[src/rtl/sdrxframe_if.sv]
// Sample-in / word-out stream bundle for the SDIO receive deframer.
// The deframer takes the slave view; the front end / buffer side takes master.
interface sdrxframe_if;
   logic        rx_valid;
   logic [7:0]  rx_data;
   logic        M_VALID;
   logic [31:0] M_DATA;
   logic        M_LAST;

   modport slave  (input rx_valid, rx_data, output M_VALID, M_DATA, M_LAST);
   modport master (output rx_valid, rx_data, input M_VALID, M_DATA, M_LAST);
endinterface

[src/rtl/sdrxframe.sv]
// SDIO receive data-frame deframer: start-bit hunt, MSB-first word packing, per-lane CRC16 and end-bit check.
// Define SDRXFRAME_TIMEOUT_EN to add i_timeout and a start-bit timeout in WAIT.
module sdrxframe #(
   parameter int              NCRC           = 16,
   parameter logic [NCRC-1:0] CRC_POLYNOMIAL = 16'h1021,
   parameter int              LGLEN          = 10
) (
   input  logic             i_clk,
   input  logic             i_reset,
   input  logic [1:0]       i_cfg_width,
   input  logic             i_cfg_ddr,
   input  logic [LGLEN-1:0] i_length,
   input  logic             i_en,
`ifdef SDRXFRAME_TIMEOUT_EN
   input  logic [23:0]      i_timeout,
`endif
   sdrxframe_if.slave       bus,
   output logic             o_busy,
   output logic             o_done,
   output logic             o_err
);

   typedef enum logic [2:0] {S_IDLE, S_WAIT, S_DATA, S_CRC, S_ENDB} state_t;
   state_t state, state_nx;

   logic [1:0]       width_r;
   logic             ddr_r;
   logic [LGLEN-1:0] bytes_r;
   logic             skip_r, phase_r, end_seen_r, end_bad_r;
   logic [4:0]       smp_cnt, word_last_idx;
   logic [31:0]      acc, acc_nx;
   logic [7:0]       lane_mask;
   // Index 0..7 = lane on rising edge (or SDR), 8..15 = lane on falling edge
   logic [NCRC-1:0]  crc_calc [16];
   logic [NCRC-1:0]  crc_rcv  [16];

   logic arm, start_det, tmo_fire, dat_shift, crc_shift, end_smp, frame_fin;
   logic word_end, last_word, crc_end, crc_bad, end_bad_now;

   function automatic logic [NCRC-1:0] crc_step(input logic [NCRC-1:0] c, input logic b);
      return {c[NCRC-2:0], 1'b0} ^ ((c[NCRC-1] ^ b) ? CRC_POLYNOMIAL : '0);
   endfunction

   always_ff @(posedge i_clk) begin
      if (i_reset) state <= S_IDLE;
      else         state <= state_nx;
   end

   always_comb begin
      state_nx = state;
      case (state)
         S_IDLE: if (i_en) state_nx = S_WAIT;
         S_WAIT: if (!i_en || tmo_fire) state_nx = S_IDLE;
                 else if (start_det)    state_nx = S_DATA;
         S_DATA: if (!i_en)             state_nx = S_IDLE;
                 else if (last_word)    state_nx = S_CRC;
         S_CRC:  if (!i_en)             state_nx = S_IDLE;
                 else if (crc_shift && crc_end) state_nx = S_ENDB;
         S_ENDB: if (!i_en || frame_fin) state_nx = S_IDLE;
         default: state_nx = S_IDLE;
      endcase
   end

   always_comb begin
      o_busy = (state != S_IDLE);
      case (width_r)
         2'b00:   begin lane_mask = 8'h01; word_last_idx = 5'd31; acc_nx = {acc[30:0], bus.rx_data[0]};   end
         2'b01:   begin lane_mask = 8'h0F; word_last_idx = 5'd7;  acc_nx = {acc[27:0], bus.rx_data[3:0]}; end
         default: begin lane_mask = 8'hFF; word_last_idx = 5'd3;  acc_nx = {acc[23:0], bus.rx_data};      end
      endcase
      arm         = (state == S_IDLE) && i_en;
      start_det   = (state == S_WAIT) && i_en && bus.rx_valid && !bus.rx_data[0];
      dat_shift   = (state == S_DATA) && i_en && bus.rx_valid && !skip_r;
      crc_shift   = (state == S_CRC)  && i_en && bus.rx_valid;
      end_smp     = (state == S_ENDB) && i_en && bus.rx_valid;
      frame_fin   = end_smp && (!ddr_r || end_seen_r);
      word_end    = (smp_cnt == word_last_idx);
      last_word   = dat_shift && word_end && (bytes_r == LGLEN'(4));
      crc_end     = (smp_cnt == (ddr_r ? 5'd31 : 5'd15));
      end_bad_now = |(lane_mask & ~bus.rx_data);
   end

   always_comb begin
      crc_bad = 1'b0;
      for (int i = 0; i < 8; i++) begin
         if (lane_mask[i] && (crc_calc[i] != crc_rcv[i]))                 crc_bad = 1'b1;
         if (lane_mask[i] && ddr_r && (crc_calc[i+8] != crc_rcv[i+8]))   crc_bad = 1'b1;
      end
   end

`ifdef SDRXFRAME_TIMEOUT_EN
   logic [23:0] tmo_cnt;

   always_ff @(posedge i_clk) begin
      if (i_reset)                                tmo_cnt <= '0;
      else if (arm)                               tmo_cnt <= i_timeout;
      else if (state == S_WAIT && tmo_cnt != '0)  tmo_cnt <= tmo_cnt - 24'd1;
   end

   // Fires on the cycle the counter steps from 1 to 0; a zero load never fires
   assign tmo_fire = (state == S_WAIT) && i_en && !start_det && (tmo_cnt == 24'd1);
`else
   assign tmo_fire = 1'b0;
`endif

   always_ff @(posedge i_clk) begin
      if (i_reset) begin
         width_r     <= '0;
         ddr_r       <= 1'b0;
         bytes_r     <= '0;
         skip_r      <= 1'b0;
         phase_r     <= 1'b0;
         end_seen_r  <= 1'b0;
         end_bad_r   <= 1'b0;
         smp_cnt     <= '0;
         acc         <= '0;
         bus.M_VALID <= 1'b0;
         bus.M_DATA  <= '0;
         bus.M_LAST  <= 1'b0;
         o_done      <= 1'b0;
         o_err       <= 1'b0;
         for (int i = 0; i < 16; i++) begin
            crc_calc[i] <= '0;
            crc_rcv[i]  <= '0;
         end
      end else begin
         bus.M_VALID <= 1'b0;
         bus.M_LAST  <= 1'b0;
         o_done      <= 1'b0;
         if (arm) begin
            width_r    <= i_cfg_width;
            ddr_r      <= i_cfg_ddr;
            bytes_r    <= i_length;
            o_err      <= 1'b0;
            skip_r     <= 1'b0;
            phase_r    <= 1'b0;
            end_seen_r <= 1'b0;
            end_bad_r  <= 1'b0;
            smp_cnt    <= '0;
            acc        <= '0;
            for (int i = 0; i < 16; i++) begin
               crc_calc[i] <= '0;
               crc_rcv[i]  <= '0;
            end
         end
         // DDR: the falling half of the start bit arrives as the first DATA sample
         if (start_det) skip_r <= ddr_r;
         if (state == S_DATA && bus.rx_valid && skip_r) skip_r <= 1'b0;
         if (dat_shift) begin
            acc     <= acc_nx;
            phase_r <= ddr_r & ~phase_r;
            smp_cnt <= word_end ? 5'd0 : smp_cnt + 5'd1;
            for (int l = 0; l < 8; l++) begin
               if (phase_r) crc_calc[l+8] <= crc_step(crc_calc[l+8], bus.rx_data[l]);
               else         crc_calc[l]   <= crc_step(crc_calc[l],   bus.rx_data[l]);
            end
            if (word_end) begin
               bus.M_VALID <= 1'b1;
               bus.M_DATA  <= acc_nx;
               bus.M_LAST  <= last_word;
               bytes_r     <= bytes_r - LGLEN'(4);
            end
         end
         if (crc_shift) begin
            phase_r <= ddr_r & ~phase_r;
            smp_cnt <= smp_cnt + 5'd1;
            for (int l = 0; l < 8; l++) begin
               if (phase_r) crc_rcv[l+8] <= {crc_rcv[l+8][NCRC-2:0], bus.rx_data[l]};
               else         crc_rcv[l]   <= {crc_rcv[l][NCRC-2:0],   bus.rx_data[l]};
            end
         end
         if (end_smp) begin
            if (frame_fin) begin
               o_done <= 1'b1;
               o_err  <= crc_bad | (ddr_r ? end_bad_r : end_bad_now);
            end else begin
               end_seen_r <= 1'b1;
               end_bad_r  <= end_bad_now;
            end
         end
         if (tmo_fire) begin
            o_done <= 1'b1;
            o_err  <= 1'b1;
         end
      end
   end

endmodule

[src/flat_wrapper.sv]
// flat-port wrapper written by rule: the top's interface ports become plain ports
module sdrxframe_flat 
#(
   parameter int              NCRC           = 16,
   parameter logic [NCRC-1:0] CRC_POLYNOMIAL = 16'h1021,
   parameter int              LGLEN          = 10
)
  (i_clk, i_reset, i_cfg_width, i_cfg_ddr, i_length, i_en, o_busy, o_done, o_err, bus_rx_valid, bus_rx_data, bus_M_VALID, bus_M_DATA, bus_M_LAST);
  sdrxframe_if bus_i ();
  input  logic i_clk;
  input  logic i_reset;
  input  logic [1:0] i_cfg_width;
  input  logic i_cfg_ddr;
  input  logic [LGLEN-1:0] i_length;
  input  logic i_en;
  output logic o_busy;
  output logic o_done;
  output logic o_err;
  input wire logic [$bits(bus_i.rx_valid)-1:0] bus_rx_valid;
  input wire logic [$bits(bus_i.rx_data)-1:0] bus_rx_data;
  output wire logic [$bits(bus_i.M_VALID)-1:0] bus_M_VALID;
  output wire logic [$bits(bus_i.M_DATA)-1:0] bus_M_DATA;
  output wire logic [$bits(bus_i.M_LAST)-1:0] bus_M_LAST;
  assign bus_i.rx_valid = bus_rx_valid;
  assign bus_i.rx_data = bus_rx_data;
  assign bus_M_VALID = bus_i.M_VALID;
  assign bus_M_DATA = bus_i.M_DATA;
  assign bus_M_LAST = bus_i.M_LAST;
  sdrxframe #(.NCRC(NCRC), .CRC_POLYNOMIAL(CRC_POLYNOMIAL), .LGLEN(LGLEN)) u_core (.i_clk(i_clk), .i_reset(i_reset), .i_cfg_width(i_cfg_width), .i_cfg_ddr(i_cfg_ddr), .i_length(i_length), .i_en(i_en), .bus(bus_i), .o_busy(o_busy), .o_done(o_done), .o_err(o_err));
endmodule
[config.mk]
export PLATFORM = sky130hd
export DESIGN_NAME = sdrxframe_flat
export DESIGN_NICKNAME = d
export VERILOG_FILES = /design/src/rtl/sdrxframe_if.sv /design/src/rtl/sdrxframe.sv /design/src/flat_wrapper.sv
export SDC_FILE = /design/constraint.sdc
export NUM_CORES = 1
export LEC_CHECK = 0
export BUFFER_PORTS_ARGS = -buffer_cell sky130_fd_sc_hd__clkbuf_2
export CORE_AREA = 2 2 355 217
export DETAILED_ROUTE_END_ITERATION = 10
export DIE_AREA = 0 0 357 219
export SLEW_MARGIN = 20
export SYNTH_ARGS = -nofsm -noshare
export SYNTH_HDL_FRONTEND = slang
export SYNTH_SLANG_ARGS = --single-unit
[constraint.sdc]
create_clock -name i_clk -period 4.3 [get_ports i_clk]
set_input_delay 0.43 -clock i_clk [delete_from_list [all_inputs] [get_ports i_clk]]
set_output_delay 0.43 -clock i_clk [all_outputs]
set_load 0.02 [all_outputs]
* After elaboration in Yosys (flattened, before gate mapping)
Memories as Yosys holds them, arrays and structs flattened.
Cells that the tools add are included.
** Storage, ports and cells
- Register bits after elaboration :: 92
- Memory bits (writable) :: 512
- Input bits :: 25
- Output and inout bits :: 37
- Word-level logic and storage cells :: 365
- Memories :: 2
** Cells by class
- Add/subtract/negate cells :: 2
- Equal/unequal tests :: 29
- Multiplexer cells :: 153
- Bitwise logic cells :: 104
- Reductions and logical operators :: 60
** Memory list
- u_core.crc_calc :: depth 16, bits a word 16, rd ports 16, clocked after Yosys merged registers in 0, write ports 16, RTL line sdrxframe.sv:34 : logic [NCRC-1:0] crc_calc [16];
- u_core.crc_rcv :: depth 16, bits a word 16, rd ports 16, clocked after Yosys merged registers in 0, write ports 16, RTL line sdrxframe.sv:35 : logic [NCRC-1:0] crc_rcv [16];
** Operators with widths (number)
- $mux W16 :: 64
- $ne A16 B16 Y1 :: 16
- $xor A16 B16 Y16 :: 16
- $mux W13 :: 16
- $or A1 B1 Y1 :: 65
- $pmux W32 S2 :: 1
- $mux W31 :: 2
- $mux W1 :: 51
- $logic_and A1 B1 Y1 :: 41
- $mux W10 :: 3
- $mux W5 :: 5
- $mux W3 :: 8
- $pmux W8 S2 :: 1
- $xor A1 B1 Y1 :: 16
- $pmux W3 S5 :: 1
- $eq A10 B3 Y1 const B :: 1
- $eq A5 B5 Y1 :: 2
- $pmux W5 S2 :: 1
- $sub A10 B3 Y10 const B :: 1
- $ne A3 B2 Y1 const B :: 3
- $and A8 B8 Y8 :: 1
- $not A8 Y8 :: 1
- $reduce_or A8 Y1 :: 1
- $eq A3 B2 Y1 const B :: 2
- 18 further kinds :: 29

* Longest topological paths before layout
Gate-level depths: netlist (run 1).
- Word-level depth :: 22
- Gate-level depth with buffers :: 9
- Depth with buffers taken out :: 7

* Worst setup path after synthesis (run 1)
OpenSTA, ideal clock, no wires.
- Path type :: input to register
- From :: input port i_en
- To :: memory u_core.crc_calc[6][4] (netlist: u_core.crc_calc[0][100]) (enable)
- Setup time :: 0.898 ns
- Arrival time :: 2.981 ns
- Data required time :: 3.402 ns
- Path slack :: 0.421 ns
- Stages :: 6
- Path buffers :: 3
- Cells stage by stage :: nand2b_2 or3_1 buf_2 clkbuf_1 buf_1 nand2_1
** RTL lines
- start: declaration :: RTL line flat_wrapper.sv:15 : input logic i_en;
- end: declaration :: RTL line sdrxframe.sv:34

==> flow_summary_export.csv, run 1 <==
group,metric,value,unit
outcome,outcome,"completed",
clock_tree,htreeDepth,2,
global_route,grt_usage,15.1,%
synthesis,ys.warnings.count,0,
timing,fmax,333,MHz
clock_tree,clk_latency,0.60,ns
synthesis,yosysUniqueCellTypes,52,
synthesis,synth_seq_cells,604,
synthesis,async_reset_ff_share,0,%
synthesis,syn_area,26000,um^2
routing,drc,0,
floorplanning,fp.dieW,357,um
timing,grt_setup_unrepaired,"no",
routing,via_count,16038,
floorplanning,io_pins,62,
finish,finalNonFillerCells,3229,
global_route,antenna_found_initial,3,
global_route,grt_pass1_wl,92200,um
routing,wl,60000,um
timing,fin_tns_setup,0,ns
global_route,grt_max_degree,135,
worst_setup_path,cp.arrival,3.34,ns
power,pwr-share-seq,53.7,%
synthesis,synth_edf_count,416,
synthesis,synth.avg_cell_area,12.1,um^2
timing,min_period,3.00,ns
finish,diodes,0,
place,portBuffers,61,
routing,ant_nets,0,
finish,stdcell_area,29200,um^2
clock_tree,clockBufferDepth,3,
power,p_clk_share,39.9,%
worst_setup_path,end_kind,"register",
floorplanning,die_area,78200,um^2
finish,nNetsFinal,2212,
global_route,grt_pass1_vias,15209,
floorplanning,die_height,219,um
power,vdd_drop_max,0.000310,V
routing,drtIter0Drc,1551,
clock_tree,clockRootBuffer,"clkbuf_16",
power,combPwrFrac,6.4,%
global_route,grt_remaining_overflow,0,
clock_tree,numClockSinks,604,
clock_tree,numCtsBuffers,54,
routing,drt_first_pass_iters,7,
synthesis,syn_inst,2155,
clock_tree,cts_resized,0,
finish,fillers,7156,
power,powerDensity,428,nW/um^2
synthesis,syn_nets,2183,
place,place_area,27400,um^2
finish,drive_above_1_share,8.84,%
floorplanning,initial_utilization,34.8,%
routing,vias_per_cell,4.97,
timing,tightest_slew,1.08,ns
place,dp.cells,3128,
synthesis,synth_top_flop_cell,"edfxtp_1",
floorplanning,rows,78,
timing,drv_slew,0,
worst_hold_path,hp-class,"in2reg",
worst_setup_path,critPathRequiredTime,4.64,ns
worst_setup_path,crit_type,"reg2reg",
timing,finalSetupViolCount,0,
clock_tree,postCtsSetupBuffers,0,
finish,area_growth,12.3,%
timing,finalHoldWorstSlack,0.0623,ns
floorplanning,core_area,74800,um^2
clock_tree,clkSlewWorstSetupHoldPaths,0.07,ns
clock_tree,cts_tree,"built",
finish,utilization,39.0,%
synthesis,seq_area_frac_synth,62.6,%
place,dp_hpwl,39400,um
power,switching_power,2.91,mW
routing,post_drt_wl_per_cell,18.6,um
power,internal_power,9.56,mW
timing,finalClockSkew,0.0342,ns
worst_setup_path,start_kind,"register",
flow_run,cap_violations,0,
timing,period_share,69.8,%
timing,hold_viol_final,0,
place,finalWeightedCongestion,0.821,
clock_tree,postCtsHoldBufs,0,
power,sw_frac_of_total,23.3,%
power,p_leak,10.6,nW
timing,slew_headroom,27.9,%
worst_setup_path,path_max_fanout,23,
cell usage after synthesis, types with 2 or more instances:
cell type,count,area share (%)
nor2b_1,2,0.048
nor4_1,36,0.87
a31oi_1,13,0.31
nand2b_1,6,0.14
o21ai_0,34,0.65
nand4_1,53,1.3
a22o_1,25,0.84
nand3b_1,4,0.12
nor2_1,157,2.3
xnor2_1,206,6.9
a21oi_1,83,1.6
nor2_2,2,0.048
dfxtp_1,188,14
nand2_1,124,1.8
a22oi_1,65,1.9
buf_2,26,0.50
o21ai_1,2,0.039
and2_1,390,9.4
buf_4,7,0.20
buf_6,4,0.17
nor3_4,2,0.13
o211ai_1,2,0.058
xor2_1,102,3.4
edfxtp_1,416,48
clkbuf_1,70,1.0
mux2i_1,31,1.2
nor3_1,6,0.12
or3_1,6,0.14
nor3b_1,5,0.14
inv_1,14,0.20
nand3_1,29,0.56
or2_1,2,0.048
ha_1,3,0.14
a221oi_1,2,0.067
a211oi_1,10,0.29
buf_1,5,0.072
clkbuf_2,7,0.13
nor4b_1,2,0.067
worst paths after layout:
kind | to | slack, ns | cells after the start | startpoint
worst max-delay path | u_core.crc_calc[1][89] | 1.30 | 6 | u_core.state[0]
worst min-delay path | u_core.bytes_r[1] | 0.06 | 3 | i_length[1]
worst max register to register | u_core.crc_calc[1][89] | 1.30 | 6 | u_core.state[0]
worst min register to register | u_core.bus.M_DATA[16] | 0.46 | 2 | u_core.bus.M_DATA[16]
logic make-up (layout without fill, tap and decap cells):
logic type / after synthesis / count (layout) / synth area share (%)
and+or+nand+nor: 830 / 830 / 17.3
adders and majority gates: 3 / 3 / 0.144
muxes: 31 / 31 / 1.19
DFF: 604 / 604 / 62.6
buffers and inverters: 133 / 207 / 2.30
xor gates and xnor gates: 308 / 308 / 10.4
AOI/OAI and AO/OA: 246 / 246 / 6.12
layer usage:
| metal | global-route usage [%] | up-vias | share of wire (%) |
|---|---|---|---|
| met1 | 25.0 | 8003 | 54 |
| met2 | 20.1 | 392 | 39 |
| met5 | 0 | - | 0.018 |
| met3 | 2.69 | 62 | 5.8 |
| li1 | - | 7579 | - |
| met4 | 2.48 | 2 | 1.3 |
placed cells by master, fill, tap and decap left out, drive strengths merged, types with 2 or more instances in the layout:
master / instances
edfxtp: 416
and2: 390
xnor2: 206
dfxtp: 188
nor2: 159
clkbuf: 139
nand2: 124
xor2: 102
a21oi: 83
a22oi: 65
nand4: 53
nor4: 36
o21ai: 36
buf: 32
mux2i: 31
nand3: 29
a22o: 25
clkinv: 17
inv: 14
a31oi: 13
a211oi: 10
nor3: 9
nand2b: 7
or3: 6
nor3b: 5
bufinv: 5
nand3b: 5
ha: 3
or2: 2
nor4b: 2
o211ai: 2
a221oi: 2
nor2b: 2
metrics by stage:
step / setup WS, ns / total power, mW
after floorplan: 0.421 / 7.29
after CTS: 1.31 / 12.6
after global routing: 1.08 / 12.9
after detailed placement: 1.30 / 7.61
after global placement: 1.32 / 7.60
final: 1.30 / 12.5
sequential cells by signal, summed over array words and instances (netlist names), 2 cells and up:
signal             count
u_core.bytes_r        10
u_core.smp_cnt         5
u_core.width_r         2
u_core.acc            31
u_core.bus.M_DATA     32
u_core.crc_calc      256
u_core.state           3
u_core.crc_rcv       256
area by class of cell:
| type | instances | area [um^2] | area share [%] |
|---|---|---|---|
| clock buffer | 79 | 1540 | 5.28 |
| clock inverter | 22 | 235 | 0.806 |
| inverter | 14 | 53.8 | 0.184 |
| multi-input combinational | 1418 | 9180 | 31.5 |
| sequential | 604 | 16300 | 55.7 |
| tap | 1000 | 1250 | 4.29 |
| timing repair buffer | 92 | 653 | 2.24 |
power by group through the flow:
stage,logic [mW],clock network [mW],registers (mW)
6_report,0.800,4.98,6.69
5_1_grt,0.866,5.31,6.72
4_1_cts,0.803,5.09,6.69
3_5_place_dp,0.798,0,6.82
3_3_place_gp,0.792,0,6.81
2_1_floorplan,0.524,0,6.77
worst max-delay path, cell delays in order, from the launching register on:
cell and delay (ns):
dfxtp_1 0.55, nand2b_2 0.31, or3_2 0.29, nand2b_1 0.10, a21oi_1 0.65, inv_2 0.46
buf_4 0.35
Note: power is estimated with default switching activity, not from simulation.
==> run 2: changes to the inputs <==
==> constraint.sdc (replaced) <==
create_clock -name i_clk -period 2.5 [get_ports i_clk]
set_input_delay 0.25 -clock i_clk [delete_from_list [all_inputs] [get_ports i_clk]]
set_output_delay 0.25 -clock i_clk [all_outputs]
set_load 0.02 [all_outputs]
==> run 2 against run 1 <==
Effect of this change:
- sequential share of layout area decreased by 1.4 points
- worst setup slack worse by 1.1 ns
- die area did not move
- critical path type unchanged
==> flow_summary_export.csv, run 2 (synthesis results as in run 1) <==
group,metric,value,unit
clock_tree,clk_latency,0.62,ns
finish,final_cell_mix,"edfxtp_1 (416), and2_1 (390), xnor2_1 (199)",
floorplanning,rows,78,
place,dp.cells,3167,
global_route,grt_remaining_overflow,0,
power,vdd_drop_max,0.000551,V
global_route,grt_usage,15.7,%
timing,finalHoldWorstSlack,0.113,ns
floorplanning,die_area,78200,um^2
global_route,grt_max_degree,82,
timing,slew_headroom,18.0,%
routing,vias_per_cell,4.98,
global_route,antenna_found_initial,2,
timing,tightest_slew,1.22,ns
routing,wl,61700,um
worst_setup_path,crit_type,"reg2reg",
place,place_ws,-0.115,ns
finish,utilization,40.0,%
floorplanning,io_pins,62,
power,p_leak,10.9,nW
global_route,grt_pass1_vias,15927,
routing,drt_first_pass_iters,5,
outcome,outcome,"completed",
clock_tree,clockRootBuffer,"clkbuf_16",
place,place_area,27800,um^2
worst_setup_path,start_kind,"register",
timing,finalSetupViolCount,0,
routing,via_count,16360,
clock_tree,cts_tree,"built",
timing,hold_viol_final,0,
timing,fmax,428,MHz
worst_setup_path,critPathRequiredTime,2.93,ns
finish,final_common_cell,"edfxtp_1",
worst_setup_path,path_max_fanout,11,
floorplanning,die_height,219,um
flow_run,cap_violations,0,
clock_tree,clockBufferDepth,3,
timing,fin_tns_setup,0,ns
clock_tree,htreeDepth,2,
timing,grt_setup_unrepaired,"no",
routing,ant_nets,0,
clock_tree,clkSlewWorstSetupHoldPaths,0.07,ns
place,portBuffers,61,
floorplanning,core_area,74800,um^2
place,dp_hpwl,40800,um
power,finalPower,21.8,mW
timing,drv_slew,0,
timing,period_share,93.5,%
finish,stdcell_area,29900,um^2
place,finalWeightedCongestion,0.819,
global_route,grt_pass1_wl,95500,um
worst_setup_path,cp.arrival,2.77,ns
clock_tree,numCtsBuffers,56,
finish,nNetsFinal,2268,
routing,post_drt_wl_per_cell,18.8,um
finish,drive_above_1_share,11.1,%
routing,drc,0,
finish,area_growth,15.1,%
floorplanning,fp.dieW,357,um
timing,setup_ws,0.163,ns
clock_tree,numClockSinks,604,
timing,finalClockSkew,0.0127,ns
finish,reg_top3,"u_core.crc_calc: 256 flops, u_core.crc_rcv: 256 flops, u_core.bus.M_DATA: 32 flops",
floorplanning,initial_utilization,34.8,%
finish,diodes,0,
finish,finalNonFillerCells,3286,
worst_setup_path,end_kind,"register",
power,powerDensity,729,nW/um^2
worst_hold_path,hp-class,"in2reg",
timing,min_period,2.34,ns
routing,drtIter0Drc,1467,
## run 2: path summary, 6_finish.rpt
path	startpoint	cells past startpoint	slack, ns	endpoint
min reg2reg	u_core.bus.M_DATA[16]	2	0.46	u_core.bus.M_DATA[16]
max	u_core.state[2]	5	0.16	u_core.crc_calc[0][44]
min	bus_rx_data[4]	3	0.11	u_core.crc_rcv[1][64]
max reg2reg	u_core.state[2]	5	0.16	u_core.crc_calc[0][44]
## run 2: critical path, stage by stage (launching register included)
cell	delay (ns)
dfxtp_1	0.36
nand3b_2	0.29
or3_1	0.51
or3_1	0.49
buf_4	0.26
nor2_1	0.23
## run 2: area by class of cell
| class | instances | area [um^2] |
|---|---|---|
| clock inverter | 21 | 180 |
| timing repair buffer | 146 | 1170 |
| fill | 7092 | 44900 |
| multi-input combinational | 1418 | 9290 |
| clock buffer | 83 | 1690 |
| tap | 1000 | 1250 |
| sequential | 604 | 16300 |
| inverter | 14 | 60.1 |
## run 2: layer usage
layer  part of all wire, %  track usage [%]
met5                 0.032                0
met1                    53             25.7
met4                   1.2             3.03
met3                   5.9             2.76
met2                    40             21.1
## run 2: where the power goes
group	internal (mW)	switching (mW)	leakage [nW]
Combinational	0.550	0.941	3.94
Clock	4.98	3.84	0.927
Sequential	11.2	0.327	6.07
## run 2: timing repair
action,in CTS,in global routing
setup buffers,0,0
resized for setup,2,12
pin swaps,1,6
hold buffers,15,0
hold endpoints to repair,16,0
endpoints found under the setup margin,1,1
==> run 3: changes to the inputs <==
--- a/config.mk
+++ b/config.mk
@@ -5,10 +5,11 @@
 export SDC_FILE = /design/constraint.sdc
 export NUM_CORES = 1
 export LEC_CHECK = 0
+export ABC_AREA = 1
 export BUFFER_PORTS_ARGS = -buffer_cell sky130_fd_sc_hd__clkbuf_2
-export CORE_AREA = 2 2 355 217
+export CORE_AREA = 2 2 363 221
 export DETAILED_ROUTE_END_ITERATION = 10
-export DIE_AREA = 0 0 357 219
+export DIE_AREA = 0 0 365 223
 export SLEW_MARGIN = 20
 export SYNTH_ARGS = -nofsm -noshare
 export SYNTH_HDL_FRONTEND = slang
==> run 3 against run 2 <==
Effect of this change:
- first-iteration DRC count increased by 23%
- power increased by 17%
- worst hold slack got worse by 0.052 ns
==> flow_summary_export.csv, run 3 <==
group,metric,value,unit
synthesis,post_synth_and_or_nand_nor_area_fraction,20.5,%
synthesis,post_synth_mux_area_share,0,%
worst_setup_path,path_max_fanout,23,
floorplanning,initial_utilization,34.6,%
finish,area_growth,12.8,%
synthesis,synthXorXnorAreaFrac,6.23,%
worst_setup_path,cpMaxStageDelayCell,"dfxtp_1",
timing,tightest_slew,0.679,ns
routing,drtIter0Drc,1809,
outcome,outcome,"completed",
finish,nNetsFinal,3115,
synthesis,yosys.area_share.adder,0.138,%
timing,hold_viol_final,0,
synthesis,synth_top_flop_cell,"edfxtp_1",
timing,drv_slew,0,
power,vdd_drop_max,0.000509,V
synthesis,seq_area_frac_synth,59.9,%
global_route,grt_remaining_overflow,0,
timing,grt_setup_unrepaired,"no",
place,dp.cells,4087,
finish,utilization,39.0,%
timing,finalSetupViolCount,0,
floorplanning,fp.dieW,365,um
power,p_leak,12.1,nW
worst_setup_path,end_kind,"register",
worst_setup_path,cp.arrival,2.54,ns
worst_setup_path,cp_num_buf_inv,3,
routing,vias_per_cell,4.48,
timing,slew_headroom,54.4,%
routing,via_count,18795,
worst_setup_path,crit_type,"reg2reg",
finish,finalNonFillerCells,4196,
floorplanning,rows,80,
timing,min_period,2.19,ns
routing,ant_nets,0,
synthesis,synth_top_area_share,46.0,%
global_route,grt_max_degree,97,
synthesis,ys.warnings.count,0,
routing,drt_first_pass_iters,5,
global_route,grt_pass1_wl,97700,um
synthesis,synth_seq_cells,604,
timing,finalHoldWorstSlack,0.0608,ns
worst_setup_path,critical-path-top-delay-family,"buffers and inverters",
floorplanning,io_pins,62,
flow_run,cap_violations,0,
place,finalWeightedCongestion,0.796,
power,powerDensity,831,nW/um^2
synthesis,synth.avg_cell_area,8.98,um^2
timing,period_share,87.5,%
clock_tree,postCtsSetupBuffers,0,
synthesis,synth_top_cell_by_area,"edfxtp_1",
floorplanning,core_area,78500,um^2
synthesis,synth_top_family_by_area,"simple AND/OR/NAND/NOR gates",
global_route,grt_pass1_vias,17402,
clock_tree,htreeDepth,2,
synthesis,synth_edf_count,416,
synthesis,syn_area,27100,um^2
clock_tree,clockBufferDepth,3,
clock_tree,clk_latency,0.59,ns
synthesis,synth_commonest_cells,"nand2_1 (675), nor2_1 (568), inv_1 (459)",
floorplanning,die_area,81400,um^2
synthesis,async_reset_ff_share,0,%
finish,final_cell_mix,"nand2_1 (671), nor2_1 (566), inv_1 (460)",
clock_tree,numClockSinks,604,
synthesis,syn_nets,3051,
routing,drc,0,
global_route,antenna_found_initial,1,
finish,drive_above_1_share,7.25,%
clock_tree,clkSlewWorstSetupHoldPaths,0.07,ns
routing,post_drt_wl_per_cell,14.6,um
finish,diodes,0,
clock_tree,cts_resized,0,
worst_setup_path,cp_cell_sequence,"nor2_1 > nand2_1 > nor2_4 > inv_2 > nand2_1 > inv_2 > nand2_4 > buf_12",
synthesis,yosysMostFrequentCell,"nand2_1",
synthesis,synth_compound_area_share,4.78,%
place,portBuffers,61,
routing,wl,61300,um
timing,finalClockSkew,0.0135,ns
worst_setup_path,critPathMaxStageDelay,0.42,ns
clock_tree,cts_tree,"built",
finish,fillers,7854,
timing,fmax,457,MHz
worst_setup_path,critPathRequiredTime,2.85,ns
worst_hold_path,hp-class,"in2reg",
global_route,grt_usage,15.0,%
worst_setup_path,start_kind,"register",
floorplanning,die_height,223,um
timing,fin_tns_setup,0,ns
finish,reg_top3,"u_core.crc_calc: 256 flops, u_core.crc_rcv: 256 flops, u_core.bus.M_DATA: 32 flops",
finish,final_common_cell,"nand2_1",
clock_tree,numCtsBuffers,54,
power,finalPower,25.4,mW
synthesis,yosysUniqueCellTypes,39,
place,dp_hpwl,40400,um
synthesis,syn_inst,3023,
synthesis,synthTopCellsByArea,"edfxtp_1 (46%), dfxtp_1 (14%), nand2_1 (9.3%), nor2_1 (7.9%), inv_1 (6.3%)",
clock_tree,clockRootBuffer,"clkbuf_16",
## run 3: area by class of cell
| class | count | area [um^2] | share of cell area (%) |
|---|---|---|---|
| clock buffers | 82 | 1580 | 5.15 |
| repair buffers | 115 | 898 | 2.94 |
| flip-flops and latches | 604 | 16300 | 53.1 |
| clock inverters | 17 | 120 | 0.392 |
| inverters | 470 | 1770 | 5.77 |
| multi-input cells | 1842 | 8660 | 28.3 |
| well taps | 1066 | 1330 | 4.36 |
## run 3: repair_timing
action	in CTS	in global routing
hold buffers	10	0
setup endpoints to repair	0	0
endpoints found under the hold margin	10	0
## run 3: through the flow
step           area (um^2)  setup WS (ns)
6_report             30600          0.313
5_1_grt              30600          0.136
4_1_cts              30600          0.330
3_5_place_dp         28800          0.349
3_3_place_gp         28800          0.404
2_1_floorplan        27200          0.134
## run 3: report_power, final
group          internal [mW]  switching [mW]
clock                   4.45            3.74
combinational           1.39            2.82
sequential              12.2           0.831
## run 3: kinds of logic (layout without fill, tap and decap cells)
logic type | after synthesis | in the layout
and+or+nand+nor | 1396 | 1396
DFF | 604 | 604
buffers and inverters | 577 | 684
AOI/OAI and AO/OA | 250 | 250
xor gates and xnor gates | 193 | 193
adders and majority gates | 3 | 3
## run 3: worst paths after layout
path              cells after the start                      to  slack (ns)             from
setup reg to reg                      8  u_core.crc_calc[1][87]        0.31  u_core.state[2]
setup / recovery                      8  u_core.crc_calc[1][87]        0.31  u_core.state[2]
hold / removal                        5       u_core.bytes_r[9]        0.06      i_length[9]
hold reg to reg                       2          u_core.acc[28]        0.46   u_core.acc[28]
## run 3: worst reg2reg max path, delay by kind of cell (launching register included)
family | cells | cell delay (ns)
AND/OR/NAND/NOR | 5 | 0.72
flip-flops | 1 | 0.42
buffers and inverters | 3 | 0.80
## run 3: layer usage
layer  wire (um)  GRT usage (%)
met1       33800           25.5
met2       23100           19.2
met3        3760           2.83
met4         707           2.38
met5           0              0
